<file path="config.mk">
export PLATFORM = sky130hd
export DESIGN_NAME = c7becl_excp
export DESIGN_NICKNAME = d
export VERILOG_FILES = /design/src/rtl/c7becl_excp_pkg.sv /design/src/rtl/c7becl_excp_sync2.sv /design/src/rtl/c7becl_excp.sv
export SDC_FILE = /design/constraint.sdc
export NUM_CORES = 1
export LEC_CHECK = 0
export BUFFER_PORTS_ARGS = -buffer_cell sky130_fd_sc_hd__buf_2
export CAP_MARGIN = 25
export CORE_ASPECT_RATIO = 2
export CORE_MARGIN = 2
export CORE_UTILIZATION = 38
export CTS_CLUSTER_SIZE = 14
export DETAILED_ROUTE_END_ITERATION = 12
export HOLD_SLACK_MARGIN = 0.03
export PLACE_DENSITY = 0.87
export SLEW_MARGIN = 20
export SYNTH_ARGS = -nofsm -noshare
export SYNTH_HDL_FRONTEND = slang
export SYNTH_HIERARCHICAL = 1
export SYNTH_SLANG_ARGS = --single-unit
</file>
<file path="constraint.sdc">
create_clock -name clk -period 2.3 [get_ports clk]
set_input_delay 0.23 -clock clk [delete_from_list [all_inputs] [get_ports clk]]
set_output_delay 0.23 -clock clk [all_outputs]
set_load 0.05 [all_outputs]
</file>
<file path="src/rtl/c7becl_excp_pkg.sv">
// Shared definitions for the exception collection stage: exception codes,
// flush state encoding, the d->e pipeline record and the priority encoder.
package c7becl_excp_pkg;

    // Exception codes as seen by the CSR block (ESTAT.Ecode)
    localparam logic [5:0] EXC_INT  = 6'h00;
    localparam logic [5:0] EXC_ADEF = 6'h08;
    localparam logic [5:0] EXC_ALE  = 6'h09;
    localparam logic [5:0] EXC_SYS  = 6'h0B;
    localparam logic [5:0] EXC_BRK  = 6'h0C;
    localparam logic [5:0] EXC_INE  = 6'h0D;

    // RUN: events allowed; FLUSH: wrong-path window after an event
    typedef enum logic [0:0] {
        ST_RUN   = 1'b0,
        ST_FLUSH = 1'b1
    } ecl_state_e;

    // Contents of the d->e pipeline register
    typedef struct packed {
        logic valid;
        logic adef;
        logic ine;
        logic sys;
        logic brk;
        logic ertn;
    } de_reg_t;

    // Highest-priority source wins; interrupts outrank every synchronous cause
    function automatic logic [5:0] exc_prio(
        input logic int_pend,
        input logic adef,
        input logic ine,
        input logic sys,
        input logic brk,
        input logic ale
    );
        logic [5:0] code;
        if (int_pend) begin
            code = EXC_INT;
        end else if (adef) begin
            code = EXC_ADEF;
        end else if (ine) begin
            code = EXC_INE;
        end else if (sys) begin
            code = EXC_SYS;
        end else if (brk) begin
            code = EXC_BRK;
        end else if (ale) begin
            code = EXC_ALE;
        end else begin
            code = EXC_INT;
        end
        return code;
    endfunction

endpackage

</file>
<file path="src/rtl/c7becl_excp_sync2.sv">
// Two-flop synchroniser for asynchronous interrupt lines.
module c7becl_sync2 (
    input  logic clk,
    input  logic resetn,
    input  logic d_i,
    output logic q_o
);

    logic ff1_q;
    logic ff2_q;

    // Two-stage capture of the asynchronous input
    always_ff @(posedge clk or negedge resetn) begin
        if (!resetn) begin
            ff1_q <= 1'b0;
            ff2_q <= 1'b0;
        end else begin
            ff1_q <= d_i;
            ff2_q <= ff1_q;
        end
    end

    assign q_o = ff2_q;

endmodule

</file>
<file path="src/rtl/c7becl_excp.sv">
// Exception/interrupt collection stage: carries decode-time exception flags
// into _e, merges them with misalignment and pending interrupts, produces
// one prioritised event per retiring instruction and then holds off further
// events for a flush window while the wrong path drains.
module c7becl_excp
    import c7becl_excp_pkg::*;
#(
    parameter int FLUSH_CYC = 2
) (
    input  logic        clk,
    input  logic        resetn,
    input  logic        ifu_exu_valid_d,
    input  logic        ifu_exu_adef_d,
    input  logic        ifu_exu_illinst_d,
    input  logic        ifu_exu_syscall_d,
    input  logic        ifu_exu_brk_d,
    input  logic        ifu_exu_ertn_d,
    input  logic        ecl_stall,
    input  logic [31:0] ifu_exu_pc_e,
    input  logic        lsu_ale_e,
    input  logic [31:0] lsu_addr_e,
    input  logic        csr_ecl_crmd_ie,
    input  logic        csr_ecl_timer_intr,
    input  logic        ext_intr,
    output logic        exu_ifu_except,
    output logic        exu_ifu_ertn,
    output logic        ecl_csr_ertn_e,
    output logic [5:0]  ecl_csr_exccode_e,
    output logic [31:0] ecl_csr_badv_e,
    output logic        ecl_ext_intr_sync
);

    localparam logic [2:0] FCNT_LOAD = 3'(FLUSH_CYC - 1);

    de_reg_t    de_q;
    de_reg_t    de_d;
    ecl_state_e state_q;
    ecl_state_e state_d;
    logic [2:0] fcnt_q;
    logic [2:0] fcnt_d;

    logic        ext_s;
    logic        int_pend_s;
    logic        go_s;
    logic        exc_any_s;
    logic        except_s;
    logic        ertn_s;
    logic [5:0]  code_s;

    c7becl_sync2 u_ext_sync (
        .clk    (clk),
        .resetn (resetn),
        .d_i    (ext_intr),
        .q_o    (ext_s)
    );

    // Event qualification: only an unstalled valid _e instruction in RUN retires
    always_comb begin
        int_pend_s = csr_ecl_crmd_ie & (csr_ecl_timer_intr | ext_s);
        go_s       = de_q.valid & ~ecl_stall & (state_q == ST_RUN);
        exc_any_s  = de_q.adef | de_q.ine | de_q.sys | de_q.brk | lsu_ale_e;
        except_s   = go_s & (int_pend_s | exc_any_s);
        ertn_s     = go_s & de_q.ertn & ~int_pend_s;
        code_s     = exc_prio(int_pend_s, de_q.adef, de_q.ine, de_q.sys,
                              de_q.brk, lsu_ale_e);
    end

    // d->e next value: squash the incoming instruction during flush or on an event
    always_comb begin
        de_d = de_q;
        if (!ecl_stall) begin
            de_d.valid = ifu_exu_valid_d & (state_q == ST_RUN) & ~(except_s | ertn_s);
            de_d.adef  = ifu_exu_adef_d;
            de_d.ine   = ifu_exu_illinst_d;
            de_d.sys   = ifu_exu_syscall_d;
            de_d.brk   = ifu_exu_brk_d;
            de_d.ertn  = ifu_exu_ertn_d;
        end else begin
            de_d = de_q;
        end
    end

    // d->e pipeline register
    always_ff @(posedge clk or negedge resetn) begin
        if (!resetn) begin
            de_q <= '0;
        end else begin
            de_q <= de_d;
        end
    end

    // Flush window sequencing; the counter runs even while stalled
    always_comb begin
        state_d = state_q;
        fcnt_d  = fcnt_q;
        case (state_q)
            ST_RUN: begin
                if (except_s | ertn_s) begin
                    state_d = ST_FLUSH;
                    fcnt_d  = FCNT_LOAD;
                end else begin
                    state_d = ST_RUN;
                    fcnt_d  = 3'd0;
                end
            end
            ST_FLUSH: begin
                if (fcnt_q == 3'd0) begin
                    state_d = ST_RUN;
                    fcnt_d  = 3'd0;
                end else begin
                    state_d = ST_FLUSH;
                    fcnt_d  = fcnt_q - 3'd1;
                end
            end
            default: begin
                state_d = ST_RUN;
                fcnt_d  = 3'd0;
            end
        endcase
    end

    // State and flush counter registers
    always_ff @(posedge clk or negedge resetn) begin
        if (!resetn) begin
            state_q <= ST_RUN;
            fcnt_q  <= 3'd0;
        end else begin
            state_q <= state_d;
            fcnt_q  <= fcnt_d;
        end
    end

    // Event outputs; code and badv are zero whenever no exception is signalled
    always_comb begin
        exu_ifu_except    = 1'b0;
        exu_ifu_ertn      = 1'b0;
        ecl_csr_ertn_e    = 1'b0;
        ecl_csr_exccode_e = 6'h00;
        ecl_csr_badv_e    = 32'h0000_0000;
        if (state_q == ST_RUN) begin
            exu_ifu_except = except_s;
            exu_ifu_ertn   = ertn_s;
            ecl_csr_ertn_e = ertn_s;
            if (except_s) begin
                ecl_csr_exccode_e = code_s;
                case (code_s)
                    EXC_ADEF: ecl_csr_badv_e = ifu_exu_pc_e;
                    EXC_ALE:  ecl_csr_badv_e = lsu_addr_e;
                    default:  ecl_csr_badv_e = 32'h0000_0000;
                endcase
            end else begin
                ecl_csr_exccode_e = 6'h00;
                ecl_csr_badv_e    = 32'h0000_0000;
            end
        end else begin
            exu_ifu_except    = 1'b0;
            exu_ifu_ertn      = 1'b0;
            ecl_csr_ertn_e    = 1'b0;
            ecl_csr_exccode_e = 6'h00;
            ecl_csr_badv_e    = 32'h0000_0000;
        end
    end

    assign ecl_ext_intr_sync = ext_s;

endmodule

</file>
==> results.md, run 1 <==
* Post-Route Utilization at around 65%
* First-pass GRT wire length at 6.27 mm
* Vias/cell at 5.52
* Clk buf depth at 2
* Worst slack at placement at 197 ps
* CTS root buf: clkbuf_8
* Reg-to-reg setup timing slack at between 800 and 900 ps
* Worst skew pair latency at 240 ps
* # Post-CTS Setup Buffers at 0
* Area delta synth->final at 60.0%
* DRC errors left at 0
* DIE AREA at 3420 sq um
* Tightest Pin Transition at 522 ps
* Worst path max stage delay at between 400 and 500 ps
* Area taken by multi-input logic gates at 751 sq um
* Relative max-transition margin at 65.1%
* Fmax at 465 MHz
* Avg Cell Area, Syn at 8.16 sq um
* Max Slew Vio Count at 0
* Tmin final at 2150 ps
* Grt total ovfl at 0
* Initial antenna violation count at 0
* Port Buffers at ~120
* Final WS setup at 152 ps
* Die width at 42.4 um
* Worst Skew at approximately 4.6 ps
* CTS buffer count at 3
* Crit start category: flip-flop
* DR vias at 1523
* Top FF cell, synth: dfrtp_1
* Fin Setup TNS at 0 ps
* Clock transition at the registers of the reported paths at around 50 ps
* Diodes inserted at 0
* EDFF count, synth at 0
* Top post-synthesis cells by area: dfrtp_1, a32oi_1, nor2_1
* Synth Instances at 137
* Top-area cell type share of the netlist area at 26.8%
* Nets at 327
* Detailed-placement wirelength estimate at 2.98 mm
* Routed wire length at approximately 4.2 mm
* Synth Area in Simple Gates at 24.7%
* Max VDD drop at 0.407 mV
* Critical path, cell by cell: nor3b_2 -> o211ai_4 -> nor2_1 -> buf_2
* Ys async rst share at 100%
* Setup violations, final at 0
* Combinational family with the most area after synthesis: compound AO/OA/AOI/OAI gates
* Pwr Density at between 400 and 500 nW/um^2
* Run status: complete, no violations
* Routability Congestion at 0.707
* Ys Warns at 6
* Synth cell types at 31
* RSZ-0062 raised after global routing: false
* Core footprint at 2770 sq um
* Data arrival time of the worst path at ~1900 ps
* Drt pass-1 iters at 4
* Depth of the CTS H-tree at 1
* Leakage power at 0.948 nW
* Yosys top cell by area: dfrtp_1
* Sequential cell area at 300 sq um
* DR WL/cell at 15.2 um
* Vias in the first global route at 1474
* Area of the mapped netlist at between 1000 and 1500 sq um
* Hold Path Stages at 1
* Final Hold Fails at 0
* Compound-Gate Fraction of Synth Area at about 31%
* # fillers at 251
* Hold Crit Class: in -> reg
* Max-Cap Viols at 0
* CTS tree: yes
* Mux contribution to synthesized area at 5.03%
* Die Y at 80.7 um
* Req. time, crit path at 2070 ps
* CP Max Fanout at 17
* Type of destination of the critical path: output port
* CTS sink cnt at 12
* Synth Area in XOR/XNOR at 0%
* #FFs+latches synth at 12
* Post-synthesis adder-cell area fraction at 2.24%
* DRT antenna net count at 0
* Sequential area share after synthesis at 26.8%
* Iter 0 DRT Violations at 29
* Initial Util at between 40% and 50%
* CP Class: reg -> out
* Tcrit/Tclk final at between 90% and 100%
* Worst Reg-to-Reg Cells at 3
* Layout cells sized above 1 at a little under three fifths
* Crit path max-delay cell type: nor3b_2
* GRT Total Usage at 23.4%
* Largest net degree at the start of global routing at 38
* Row Count at 27
* Io pins at 119
registers in the layout, indices dropped and copies added, names as in the netlist:
register / count
de_q: 6
state_q: 1
fcnt_q: 3
u_ext_sync/ff1_q: 1
u_ext_sync/q_o: 1
placed cells by master (no fill, tap or decap), drive strengths merged, types with 2 or more instances in the layout:
master  count
a32oi      32
buf       121
clkbuf      4
conb        2
dfrtp      12
ha          2
inv         4
mux2        5
nand2       3
nand2b      3
nor2       34
nor2b       2
nor3        5
nor4        2
o211ai      2
o21ai       2
or2         2
synth_stat cells (3+ instances only):
cell type	number
nand2b_1	3
mux2_2	5
buf_4	6
nor3_1	4
dfrtp_1	12
nand2_1	3
inv_1	3
nor2_1	34
a32oi_1	32
clkbuf_1	9
power by group:
part           internal [mW]  total (mW)  switching (mW)
registers              0.231       0.250          0.0192
clock network          0.151       0.229          0.0778
logic                  0.134       0.380           0.246
layer usage:
layer / wire length [um] / share of wire, % / GRT usage, %
met1: 1440 / 34 / 20.6
met3: 356 / 8.5 / 6.22
met4: 65 / 1.6 / 9.38
met5: 0 / 0 / 0
met2: 2330 / 56 / 47.4
cell type report:
cell class | count | area share (%)
well taps | 29 | 2.03
inverters | 4 | 0.839
clock buffers | 4 | 3.08
multi-input cells | 105 | 42.0
flip-flops and latches | 12 | 16.8
repair buffers | 122 | 35.3
final timing paths:
path / start / to
setup / recovery: state_q$_DFF_PN0_ / ecl_csr_badv_e[10]
hold reg to reg: u_ext_sync/ff1_q$_DFF_PN0_ / u_ext_sync/q_o$_DFF_PN0_
min in group asynchronous: resetn / fcnt_q[2]$_DFF_PN0_
max in group asynchronous: resetn / u_ext_sync/ff1_q$_DFF_PN0_
hold / removal: ext_intr / u_ext_sync/ff1_q$_DFF_PN0_
setup reg to reg: de_q[2]$_DFFE_PN0N_ / de_q[5]$_DFFE_PN0N_
logic make-up (layout without fill, tap and decap cells):
group | after synthesis | after routing
muxes | 5 | 5
adders and majority gates | 2 | 2
buffers and inverters | 22 | 130
and+or+nand+nor | 55 | 55
AOI/OAI and AO/OA | 40 | 41
DFF | 12 | 12
other | 1 | 2
per-stage QoR:
step           cells  hold WS, ps  instance area (sq um)  total power, mW
4_1_cts          276         91.9                   1780            0.858
3_5_place_dp     270          114                   1700            0.619
5_1_grt          276         86.0                   1790            0.904
6_report         276         95.3                   1790            0.859
3_3_place_gp     270          114                   1700            0.612
2_1_floorplan    138        -65.6                   1130            0.500
worst max-delay path: cells and delay by family (launching register included):
kind,cells,cell delay (ps)
AOI/OAI and AO/OA,1,300
buffers and inverters,1,280
DFF,1,440
and+or+nand+nor,2,660
what timing repair did:
action,in CTS,in global routing
endpoints found under the setup margin,32,17
gates resized for setup,0,2
gates cloned,1,0
endpoints found under the hold margin,12,0
pin swaps,1,0
hold buffers,1,0
No activity file was read; power rests on OpenSTA's default activity.
==> inputs of run 2 (changes only) <==
--- a/config.mk
+++ b/config.mk
@@ -5,15 +5,17 @@
 export SDC_FILE = /design/constraint.sdc
 export NUM_CORES = 1
 export LEC_CHECK = 0
-export BUFFER_PORTS_ARGS = -buffer_cell sky130_fd_sc_hd__buf_2
+export BUFFER_PORTS_ARGS = -buffer_cell sky130_fd_sc_hd__clkbuf_2
 export CAP_MARGIN = 25
+export CELL_PAD_IN_SITES_DETAIL_PLACEMENT = 1
+export CELL_PAD_IN_SITES_GLOBAL_PLACEMENT = 1
 export CORE_ASPECT_RATIO = 2
-export CORE_MARGIN = 2
-export CORE_UTILIZATION = 38
+export CORE_MARGIN = 3
+export CORE_UTILIZATION = 24
 export CTS_CLUSTER_SIZE = 14
 export DETAILED_ROUTE_END_ITERATION = 12
 export HOLD_SLACK_MARGIN = 0.03
-export PLACE_DENSITY = 0.87
+export PLACE_DENSITY_LB_ADDON = 0.1
 export SLEW_MARGIN = 20
 export SYNTH_ARGS = -nofsm -noshare
 export SYNTH_HDL_FRONTEND = slang
==> run 2 against run 1 <==
  * First-iteration DRC count grew 31%
  * Final area is 0.56% higher
  * Clock skew grew 0.96 ps
  * Global-route usage fell by 7.7 points
  * Largest cell class unchanged
  * Maximum frequency fell by 1.8%
  * Die area up 63%
  * Combinational power is 3% lower
  * Sequential share of layout area fell by 0.093 points
==> results.md, run 2 (same netlist as run 1, synthesis figures left out) <==
* Setup violations, final at 0
* Drt pass-1 iters at 4
* CTS sink cnt at 12
* Diodes inserted at 0
* Worst Skew at 5.61 ps
* Reg-to-reg setup timing slack at between 800 and 900 ps
* DRC errors left at 0
* Die width at ~54 um
* DR vias at between 1500 and 2000
* Routability Congestion at ~0.74
* Req. time, crit path at 2070 ps
* Detailed-placement wirelength estimate at 3.80 mm
* Max Slew Vio Count at 0
* Area delta synth->final at 60.9%
* Fin Setup TNS at 0 ps
* Io pins at roughly 120
* Core footprint at 4420 sq um
* Depth of the CTS H-tree at 1
* CTS buffer count at 3
* DRT antenna net count at 0
* CP bufs+invs at 2
* Largest net degree at the start of global routing at 37
* Critical path, cell by cell: or3_4 -> o211ai_4 -> buf_6 -> nor2_1 -> clkbuf_2
* Initial Util at 25.3%
* Vias/cell at 5.15
* Most frequent cells in the layout: clkbuf_2, nor2_1, a32oi_1, dfrtp_1, mux2_2
* Max VDD drop at between 0.4 and 0.5 mV
* Initial antenna violation count at 0
* Run status: complete, no violations
* CTS tree: yes
* Layout cells sized above 1 at 57.3%
* Crit path max-delay cell type: dfrtp_1
* Dpl cells at 295
* Overall Power at 0.855 mW
* Nets at between 300 and 400
* RSZ-0062 raised after global routing: false
* Die Y at 103 um
* DR WL/cell at 16.0 um
* Most flops, register: de_q
* Tmin final at 2190 ps
* Finished Layout Cells at 300
* Data arrival time of the worst path at around 2000 ps
* CTS root buf: clkbuf_8
* Port Buffers at between 100 and 150
* Leakage power at between 0.9 and 1 nW
* Fmax at between 400 and 500 MHz
* DIE AREA at 5570 sq um
* Pwr Density at 475 nW/um^2
* Max FFs per register at 6
* Worst hold margin at 90.9 ps
* Final Hold Fails at 0
* Row Count at 34
* CP Max Fanout at 33
* Clock transition at the registers of the reported paths at 60 ps
* Hold Crit Class: in -> reg
* Vias in the first global route at 1388
* CP Class: reg -> out
* Max-Cap Viols at 0
* Tcrit/Tclk final at 95.1%
* Post-Route Utilization at 40.7%
* Iter 0 DRT Violations at 38
* # Post-CTS Setup Buffers at 0
* Grt total ovfl at 0
* Delay-heaviest family, CP: simple AND/OR/NAND/NOR gates
* Routed wire length at 4.81 mm
* Worst path max stage delay at 450 ps
* Type of destination of the critical path: output port
* Crit start category: flip-flop
* Clk buf depth at 2
* GRT Total Usage at 15.6%
* Commonest non-fill, non-tap cell in the layout: clkbuf_2
* First-pass GRT wire length at 6.61 mm
* Worst skew pair latency at 240 ps
* Largest registers: de_q: 6 flops, fcnt_q: 3 flops
==> run 2: repair_timing <==
action | in CTS | in global routing
setup endpoints to repair | 0 | 32
resized for setup | 0 | 1
hold endpoints to repair | 12 | 0
hold buffers | 1 | 0
==> run 2: final timing paths <==
check	start	end	cells past startpoint
max in group asynchronous	resetn	fcnt_q[0]$_DFF_PN0_	2
max	de_q[3]$_DFFE_PN0N_	ecl_csr_badv_e[28]	5
min	ext_intr	u_ext_sync/ff1_q$_DFF_PN0_	1
min in group asynchronous	resetn	fcnt_q[1]$_DFF_PN0_	2
min reg2reg	u_ext_sync/ff1_q$_DFF_PN0_	u_ext_sync/q_o$_DFF_PN0_	0
max reg2reg	de_q[3]$_DFFE_PN0N_	de_q[5]$_DFFE_PN0N_	3
==> run 2: routing by layer <==
metal	part of all wire, %	vias to the layer above	global-route usage [%]
li1	-	734	-
met3	10	7	2.60
met5	0	-	0
met4	1.8	0	5.37
met2	52	71	28.3
met1	36	732	17.5
==> run 2: where the power goes <==
group          switching (mW)  internal (mW)  leakage [nW]
clock network          0.0802          0.151        0.0288
logic                   0.238          0.130         0.739
registers              0.0245          0.230         0.148
==> run 2: metrics by stage <==
step	instance area [sq um]	setup WS, ps
3_3_place_gp	1730	292
6_report	1800	112
5_1_grt	1800	34.2
3_5_place_dp	1730	270
4_1_cts	1800	6.87
2_1_floorplan	1130	-186
==> run 2: final cells by class <==
class | instances | area (sq um)
fillers | 592 | 2630
multi-input cells | 104 | 729
repair buffers | 122 | 632
flip-flops and latches | 12 | 300
well taps | 54 | 67.6
clock buffers | 4 | 55.1
inverters | 4 | 15.0
==> run 2: worst reg2reg max path, stage by stage, from the launching register on <==
cell and delay, ps:
dfrtp_1 450, or3_4 460, nor4_4 270, o221a_2 230
==> inputs of run 3 (changes only) <==
==> constraint.sdc (replaced) <==
create_clock -name clk -period 2.3 [get_ports clk]
set_input_delay 0.46 -clock clk [delete_from_list [all_inputs] [get_ports clk]]
set_output_delay 0.46 -clock clk [all_outputs]
set_load 0.05 [all_outputs]
==> run 3 against run 2 <==
  * Critical path depth up 1
  * Worst hold slack better by 14 ps
  * First-iteration DRC count down 32%
  * Die area unchanged
  * Clock power about the same
  * Combinational power up 26%
  * Largest power group unchanged
==> results.md, run 3 (same netlist as run 1, synthesis figures left out) <==
* Run status: complete, no violations
* Comb pwr share at 49.3%
* Area taken by multi-input logic gates at 811 sq um
* P_int at 0.574 mW
* Crit start category: flip-flop
* GRT Total Usage at 17.5%
* Commonest non-fill, non-tap cell in the layout: clkbuf_2
* Max-Cap Viols at 0
* Diodes inserted at 0
* Grt peak-use layer: met2
* Iter 0 DRT Violations at 26
* CP Class: reg -> out
* Worst skew pair latency at ~240 ps
* Routed wire length at 5.13 mm
* Grt total ovfl at 0
* Nets at 335
* Delay-heaviest family, CP: buffers and inverters
* Most frequent cells in the layout: clkbuf_2, a32oi_1, nor2_2, buf_4, clkbuf_4
* Layout cells sized above 1 at just over 70%
* Io pins at 119
* CTS sink cnt at 12
* Vias/cell at 5.12
* Fmax at about 450 MHz
* Worst Skew at ~4.2 ps
* Most flops, register: de_q
* Initial Util at 25.3%
* Overall Power at 0.944 mW
* Req. time, crit path at 1840 ps
* Met3 Use GR at 2.17%
* Met2 Track Usage GR at 34.3%
* Vias in the first global route at 1564
* Sequential cell area at ~300 sq um
* Detailed-placement wirelength estimate at about 4 mm
* Core footprint at roughly 4400 sq um
* Hold Crit Class: in -> async
* Final Hold Fails at 0
* Met1 Use GR at 15.9%
* Data arrival time of the worst path at 1780 ps
* Tcrit/Tclk final at 97.2%
* Pwr Density at 444 nW/um^2
* Die Y at 103 um
* Sequential group share of total power at 26.5%
* DRC errors left at 0
* Fin Setup TNS at 0 ps
* CTS root buf: clkbuf_8
* Max FFs per register at 6
* Port Buffers at 116
* Type of destination of the critical path: output port
* Clock transition at the registers of the reported paths at 60 ps
* Largest net degree at the start of global routing at 34
* # fillers at 564
* Routability Congestion at 0.764
* DRT antenna net count at 0
* Clk pwr share at between 20 and 25%
* DR WL/cell at 16.6 um
* Depth of the CTS H-tree at 1
* CTS tree: yes
* Switch share at 39.2%
* Leakage power at 1.02 nW
* Worst path max stage delay at 420 ps
* First-pass GRT wire length at a little over 7 mm
* Clk buf depth at 2
* DR vias at 1581
* Max VDD drop at 0.398 mV
* Max Slew Vio Count at 0
* Drt pass-1 iters at 5
* CP bufs+invs at 3
* Critical path, cell by cell: or3_4 -> o211ai_4 -> buf_6 -> buf_16 -> nor2_2 -> clkbuf_4
* Tmin final at 2240 ps
* CTS buffer count at 3
* Die width at around 54 um
* CP Max Fanout at 8
* Initial antenna violation count at 0
* Crit path max-delay cell type: dfrtp_1
* Row Count at 34
* Area delta synth->final at 90.2%
* Switch Pwr at 0.370 mW
* Largest registers: de_q: 6 flops, fcnt_q: 3 flops
* Setup violations, final at 0
* DIE AREA at 5570 sq um
## run 3: final cells by class
type / count / area share [%]
Clock buffer: 4 / 2.59
Inverter: 4 / 0.706
Multi-Input combinational cell: 104 / 38.1
Sequential cell: 12 / 14.1
Tap cell: 54 / 3.18
Timing Repair Buffer: 131 / 41.3
## run 3: final timing paths
kind / startpoint / endpoint / slack [ps] / depth (start not counted)
worst max-delay path: de_q[4]$_DFFE_PN0N_ / ecl_csr_badv_e[18] / 60 / 6
min in group clk: ext_intr / u_ext_sync/ff1_q$_DFF_PN0_ / 320 / 1
max in group asynchronous: resetn / de_q[1]$_DFFE_PN0N_ / 1960 / 1
worst min register to register: u_ext_sync/ff1_q$_DFF_PN0_ / u_ext_sync/q_o$_DFF_PN0_ / 350 / 0
worst max register to register: de_q[4]$_DFFE_PN0N_ / de_q[5]$_DFFE_PN0N_ / 800 / 4
worst min-delay path: resetn / de_q[0]$_DFFE_PN0N_ / 100 / 1
## run 3: metrics by stage
| step | instances | hold WS [ps] | instance area [sq um] | worst slack, ps | utilization, % |
|---|---|---|---|---|---|
| finish | 309 | 105 | 2130 | 63.9 | 48.1 |
| global route | 309 | 119 | 2130 | -0.660 | 48.1 |
| detailed placement | 299 | 338 | 1870 | 187 | 42.3 |
| CTS | 307 | 117 | 2080 | -10.0 | 47.0 |
| floorplan | 138 | 164 | 1200 | -416 | - |
| global placement | 299 | 341 | 1870 | 194 | 42.3 |
## run 3: routing by layer
metal	share of wire, %	vias to the layer above
met1	32	742
met4	3.5	0
met2	57	71
met5	0	-
met3	7.7	10
li1	-	758
## run 3: repair_timing
action / 4_1_cts / 5_1_grt
pin swaps: 1 / 1
resized for setup: 35 / 23
hold buffers: 0 / 0
gates cloned: 2 / 1
setup endpoints to repair: 33 / 34
buffers inserted: 2 / 1
## run 3: worst register-to-register path, cell delays in order (launching register included)
cell and delay (ps):
dfrtp_1 420, or3_4 380, buf_4 160, nor4_4 250
o221a_2 230
## run 3: power by group through the flow
stage | registers [mW] | logic [mW] | clock network (mW)
3_5_place_dp | 0.253 | 0.415 | 0
6_report | 0.250 | 0.465 | 0.229
2_1_floorplan | 0.252 | 0.266 | 0
3_3_place_gp | 0.253 | 0.412 | 0
4_1_cts | 0.249 | 0.451 | 0.233
5_1_grt | 0.254 | 0.499 | 0.242
